`src/rtl/apb_master_slave.sv`:
```
// Purpose : APB master FSM driving an internal zero-wait APB slave backed by a word-addressed register memory.
// Latency : request seen in IDLE -> SETUP -> ACCESS (ready=1) -> commit on the following edge (3 edges + WAIT_STATES).
// Backpressure: the slave holds pready low for WAIT_STATES extra ACCESS cycles; holding transfer=1 chains transfers with no IDLE.
//
// Ports:
//   clk         in   1   clock, rising edge
//   rst         in   1   asynchronous active-low reset
//   wr_en       in   1   1 = write, 0 = read (sampled entering SETUP)
//   transfer    in   1   request; 1 = start/continue transfers
//   address     in   32  word address; only the low log2(MEM_DEPTH) bits index memory
//   write_data  in   32  write data (sampled entering SETUP)
//   read_data   out  32  data of the last completed read (registered)
//   ready       out  1   high in the final ACCESS cycle of each transfer
module apb_master_slave #(
    parameter int MEM_DEPTH   = 64,
    parameter int WAIT_STATES = 0
) (
    input  logic        clk,
    input  logic        rst,
    input  logic        wr_en,
    input  logic        transfer,
    input  logic [31:0] address,
    input  logic [31:0] write_data,
    output logic [31:0] read_data,
    output logic        ready
);

    localparam int AW = $clog2(MEM_DEPTH);

    typedef enum logic [1:0] {
        ST_IDLE   = 2'd0,
        ST_SETUP  = 2'd1,
        ST_ACCESS = 2'd2
    } state_t;

    state_t         r_state;
    logic           r_psel;
    logic           r_penable;
    logic           r_pwrite;
    logic [31:0]    r_paddr;
    logic [31:0]    r_pwdata;
    logic [2:0]     r_wait_cnt;
    logic [31:0]    r_read_data;
    logic [31:0]    r_mem [MEM_DEPTH];

    logic           w_pready;
    logic           w_ready;
    logic [AW-1:0]  w_idx;
    logic           w_unused_paddr_hi;

    // Slave side: ready once the wait counter has drained in ACCESS.
    assign w_pready = (r_state == ST_ACCESS) && (r_wait_cnt == 3'd0);
    assign w_ready  = r_psel & r_penable & w_pready;

    // Upper address bits alias onto the same words; no error response.
    assign w_idx             = r_paddr[AW-1:0];
    assign w_unused_paddr_hi = ^r_paddr[31:AW];

    assign read_data = r_read_data;
    assign ready     = w_ready;

    always_ff @(posedge clk or negedge rst) begin
        if (!rst) begin
            r_state     <= ST_IDLE;
            r_psel      <= 1'b0;
            r_penable   <= 1'b0;
            r_pwrite    <= 1'b0;
            r_paddr     <= '0;
            r_pwdata    <= '0;
            r_wait_cnt  <= '0;
            r_read_data <= '0;
            for (int i = 0; i < MEM_DEPTH; i++) begin
                r_mem[i] <= '0;
            end
        end else begin
            case (r_state)
                ST_IDLE: begin
                    r_psel    <= 1'b0;
                    r_penable <= 1'b0;
                    if (transfer) begin
                        r_state  <= ST_SETUP;
                        r_psel   <= 1'b1;
                        r_paddr  <= address;
                        r_pwdata <= write_data;
                        r_pwrite <= wr_en;
                    end
                end

                ST_SETUP: begin
                    r_state    <= ST_ACCESS;
                    r_psel     <= 1'b1;
                    r_penable  <= 1'b1;
                    r_wait_cnt <= 3'(WAIT_STATES);
                end

                ST_ACCESS: begin
                    if (w_pready) begin
                        // Commit happens on this edge, so a read in the next
                        // transfer already sees the new word.
                        if (r_pwrite) begin
                            r_mem[w_idx] <= r_pwdata;
                        end else begin
                            r_read_data <= r_mem[w_idx];
                        end
                        if (transfer) begin
                            r_state   <= ST_SETUP;
                            r_psel    <= 1'b1;
                            r_penable <= 1'b0;
                            r_paddr   <= address;
                            r_pwdata  <= write_data;
                            r_pwrite  <= wr_en;
                        end else begin
                            r_state   <= ST_IDLE;
                            r_psel    <= 1'b0;
                            r_penable <= 1'b0;
                        end
                    end else begin
                        r_wait_cnt <= r_wait_cnt - 3'd1;
                    end
                end

                default: begin
                    r_state   <= ST_IDLE;
                    r_psel    <= 1'b0;
                    r_penable <= 1'b0;
                end
            endcase
        end
    end

endmodule

```
`config.mk`:
```
export PLATFORM = sky130hd
export DESIGN_NAME = apb_master_slave
export DESIGN_NICKNAME = d
export VERILOG_FILES = /design/src/rtl/apb_master_slave.sv
export SDC_FILE = /design/constraint.sdc
export NUM_CORES = 2
export LEC_CHECK = 0
export ABC_CLOCK_PERIOD_IN_PS = 3100
export CAP_MARGIN = 20
export CORE_MARGIN = 1
export CORE_UTILIZATION = 45
export CTS_CLUSTER_DIAMETER = 30
export CTS_CLUSTER_SIZE = 25
export DETAILED_ROUTE_END_ITERATION = 8
export GPL_TIMING_DRIVEN = 1
export HOLD_SLACK_MARGIN = 0.02
export MAX_ROUTING_LAYER = met4
export REMOVE_ABC_BUFFERS = 1
export SETUP_SLACK_MARGIN = 0.02
export SLEW_MARGIN = 5
export SYNTH_ARGS = -nofsm -noshare
export SYNTH_HDL_FRONTEND = slang
export SYNTH_SLANG_ARGS = --single-unit
```
`constraint.sdc`:
```
create_clock -name clk -period 3.1 [get_ports clk]
set_input_delay 0.62 -clock clk [delete_from_list [all_inputs] [get_ports clk]]
set_output_delay 0.62 -clock clk [all_outputs]
set_load 0.005 [all_outputs]
```
==> metrics.csv <==
metric,value,unit
insertion_delay,1.00,ns
netlist_instances,6771,
finClkSkew,0.0521,ns
run_status,"complete, no violations",
htree_levels,5,
num_vias,64300,
worst_path_largest_cell_delay,0.51,ns
routed_wl,325,mm
synth_async_sr_flop_share,100,%
met3WireLength,23.7,mm
timing_max_transition_violations_final,0,
netlist_area,95900,um^2
grt_remaining_overflow,0,
first_global_vias,67900,
critical_path_required,3.97,ns
area_delta_synth_final,25.7,%
holdCritPathClass,in2reg,
cts_buffers,478,
wire_per_inst,31.2,um
ys_ff_latch,2126,
worst_setup_hold_path_clk_slew,0.05,ns
rows,169,
route.detailed.drc,0,
floorplan.core_area,212000,um^2
synth_area_per_cell,14.2,um^2
worst_hold_margin,0.241,ns
grt_antenna_before_repair,10,
gp_congestion,0.851,
initialDrtViolationCount,5741,
cp-end-kind,flop,
post_synth_edffs,0,
most_common_flop_cell_mapped_by_yosys,dfrtp_1,
detailedRoute.firstPassIterationCount,5,
clkSinkCount,2126,
worst_ir_drop_on_vdd,0.777,mV
tritoncts_clock_tree,yes,
met2_wirelength,150,mm
final_antenna_net_count,0,
power_per_cell_area,784,nW/um^2
topRoutingLayerUsed,met4,
placement_setup_slack,-0.102,ns
fmax,324,MHz
horizontal_die_dimension,464,um
post_synthesis_cell_type_count,65,
final_hold_viol_count,0,
clock_root_buffer,clkbuf_16,
effective_utilization_at_floorplan,45.2,%
num_io_pins,101,
final.setup.worst_slack,0.0139,ns
die_height,464,um
p_leak,57.1,nW
grt_pass1_wl,478,mm
drv.max_cap_violation_count,0,
worst_pin_slew,1.23,ns
ys_seq_area_share,55.5,%
met1_length,139,mm
routed_via_density,6.18,
ys_warn_count,0,
critPathArrivalTime,3.96,ns
min_period,3.09,ns
worstPathMaxFanout,29,
die_area,215000,um^2
maximum_number_of_pins_on_one_net_before_global_route_repair,109,
numPortBuffers,74,
drive_gt1_share,47.9,%
clockBufferDepth,4,
timing.slew.headroom,18.2,%
grt_setup_unrepaired,no,
crit_path_top_delay_cell,o211ai_1,
post-route-period-util,99.6,%
worstPathCellList,buf_12 > buf_4 > nor2b_4 > buf_12 > buf_4 > a221oi_1 > nor2_1 > o21ai_1 > o211ai_1 > o32a_1,
post_detailed_placement_half_perimeter_wirelength,201,mm
grtUsageTotal,31.1,%
timing_worst_setup_path_type,reg2reg,
timing.critical_path.from_type,flop,
fin_nets,7282,
setup-violations-final,0,
nFillCells,16700,
layout make-up:
| class | count | area [um^2] | area share (%) |
|---|---|---|---|
| Timing Repair Buffer | 662 | 7290 | 6.05 |
| Inverter | 8 | 37.5 | 0.0311 |
| Tap cell | 2821 | 3530 | 2.93 |
| Clock buffer | 645 | 13600 | 11.3 |
| Sequential cell | 2126 | 53300 | 44.2 |
| Multi-Input combinational cell | 3936 | 39900 | 33.1 |
| Clock inverter | 211 | 2900 | 2.40 |
| Antenna cell | 8 | 20.0 | 0.0166 |
critical path, delay by kind of cell (launching register included):
kind	cells	cell delay (ns)
buf+inv	4	0.69
compound gates	4	1.60
flops	1	0.46
simple gates	2	0.18
cells in the mapped netlist (5+ instances only):
| cell | n | area, um^2 |
|---|---|---|
| a211oi_1 | 10 | 75.1 |
| a21oi_1 | 72 | 360 |
| a221o_1 | 17 | 170 |
| a221oi_1 | 240 | 2100 |
| a22o_1 | 31 | 272 |
| a22oi_1 | 159 | 1190 |
| a311oi_1 | 7 | 61.3 |
| a31oi_1 | 23 | 144 |
| and2_1 | 6 | 37.5 |
| and3_1 | 5 | 31.3 |
| buf_1 | 57 | 214 |
| buf_2 | 294 | 1470 |
| buf_4 | 36 | 270 |
| buf_6 | 23 | 259 |
| clkbuf_1 | 289 | 1080 |
| dfrtp_1 | 2126 | 53200 |
| inv_1 | 5 | 18.8 |
| mux2_1 | 151 | 1700 |
| mux2_2 | 1991 | 22400 |
| mux2i_1 | 384 | 3840 |
| mux4_2 | 137 | 3090 |
| nand2_1 | 95 | 357 |
| nand2b_1 | 6 | 37.5 |
| nand3_1 | 49 | 245 |
| nand4_1 | 8 | 50.1 |
| nor2_1 | 178 | 668 |
| nor2b_1 | 7 | 43.8 |
| nor3_1 | 13 | 65.1 |
| o2111ai_1 | 15 | 131 |
| o211ai_1 | 6 | 45.0 |
| o21ai_0 | 131 | 656 |
| o221ai_1 | 10 | 87.6 |
| o22a_1 | 10 | 87.6 |
| o22ai_1 | 94 | 588 |
| o2bb2ai_1 | 7 | 61.3 |
| o32a_1 | 22 | 220 |
| or2_2 | 5 | 31.3 |
| or3_1 | 6 | 37.5 |
stage by stage:
| stage | utilization, % | std cells | cell area, um^2 | total power (W) | TNS, ns |
|---|---|---|---|---|---|
| finish | 56.9 | 10400 | 121000 | 0.0944 | 0 |
| global route | 56.9 | 10400 | 121000 | 0.0973 | 0 |
| CTS | 56.8 | 10400 | 120000 | 0.0947 | 0 |
| detailed placement | 49.0 | 9546 | 104000 | 0.0433 | -0.102 |
| global placement | 49.0 | 9545 | 104000 | 0.0430 | -0.115 |
| floorplan | - | 6070 | 92500 | 0.0378 | - |
power breakdown:
part	switching (W)	internal (W)
sequential	0.00203	0.0301
clock	0.0156	0.0357
combinational	0.00639	0.00471
total	0.0240	0.0704
worst paths after layout:
| path | slack (ns) | cells past startpoint | startpoint | to |
|---|---|---|---|---|
| min in group asynchronous | 0.28 | 2 | rst | r_mem[1525] |
| max in group asynchronous | 1.68 | 3 | rst | r_pwdata[19] |
| min | 0.24 | 2 | write_data[21] | r_pwdata[21] |
| max reg2reg | 0.01 | 10 | r_paddr[0] | read_data[28] |
| min reg2reg | 0.48 | 1 | r_mem[542] | r_mem[542] |
| max | 0.01 | 10 | r_paddr[0] | read_data[28] |
cells by family (layout without fill, tap and decap cells):
family / count (synthesis) / after routing / share of synthesized area, %
and+or+nand+nor: 390 / 390 / 1.79
other: 0 / 8 / 0
DFF: 2126 / 2126 / 55.5
adders and majority gates: 2 / 2 / 0.0261
buffers and inverters: 709 / 1526 / 3.50
muxes: 2664 / 2664 / 32.4
AOI/OAI and AO/OA: 880 / 880 / 6.78
state kept, by name, indices dropped and copies added, names as in the netlist:
signal	flops
read_data	32
r_state	2
r_penable	1
r_mem	2048
r_pwrite	1
r_paddr	6
r_pwdata	32
r_psel	1
r_wait_cnt	3
cells in the final DEF (no fill, tap or decap), types with 94 or more instances in the layout:
cell,instances
a221oi_1,240
a22oi_1,159
buf_12,166
buf_4,419
clkbuf_16,486
clkinv_2,94
dfrtp_1,2091
mux2_1,151
mux2_2,1991
mux2i_1,383
mux4_2,137
nand2_1,95
nor2_1,111
o21ai_0,130
o22ai_1,94
repair_timing:
action	in CTS	in global routing
setup buffers	3	0
cloned	0	1
endpoints found under the setup margin	2	2
resized for setup	4	3
pin swaps	1	1
endpoints found under the hold margin	110	0
hold buffers	1	0
metal layers:
layer	global-route usage (%)	up-vias
li1	-	26200
met1	41.8	34900
met2	46.9	2600
met3	6.06	665
met4	11.4	0
met5	-	-
Power figures use the tool's default switching activity.
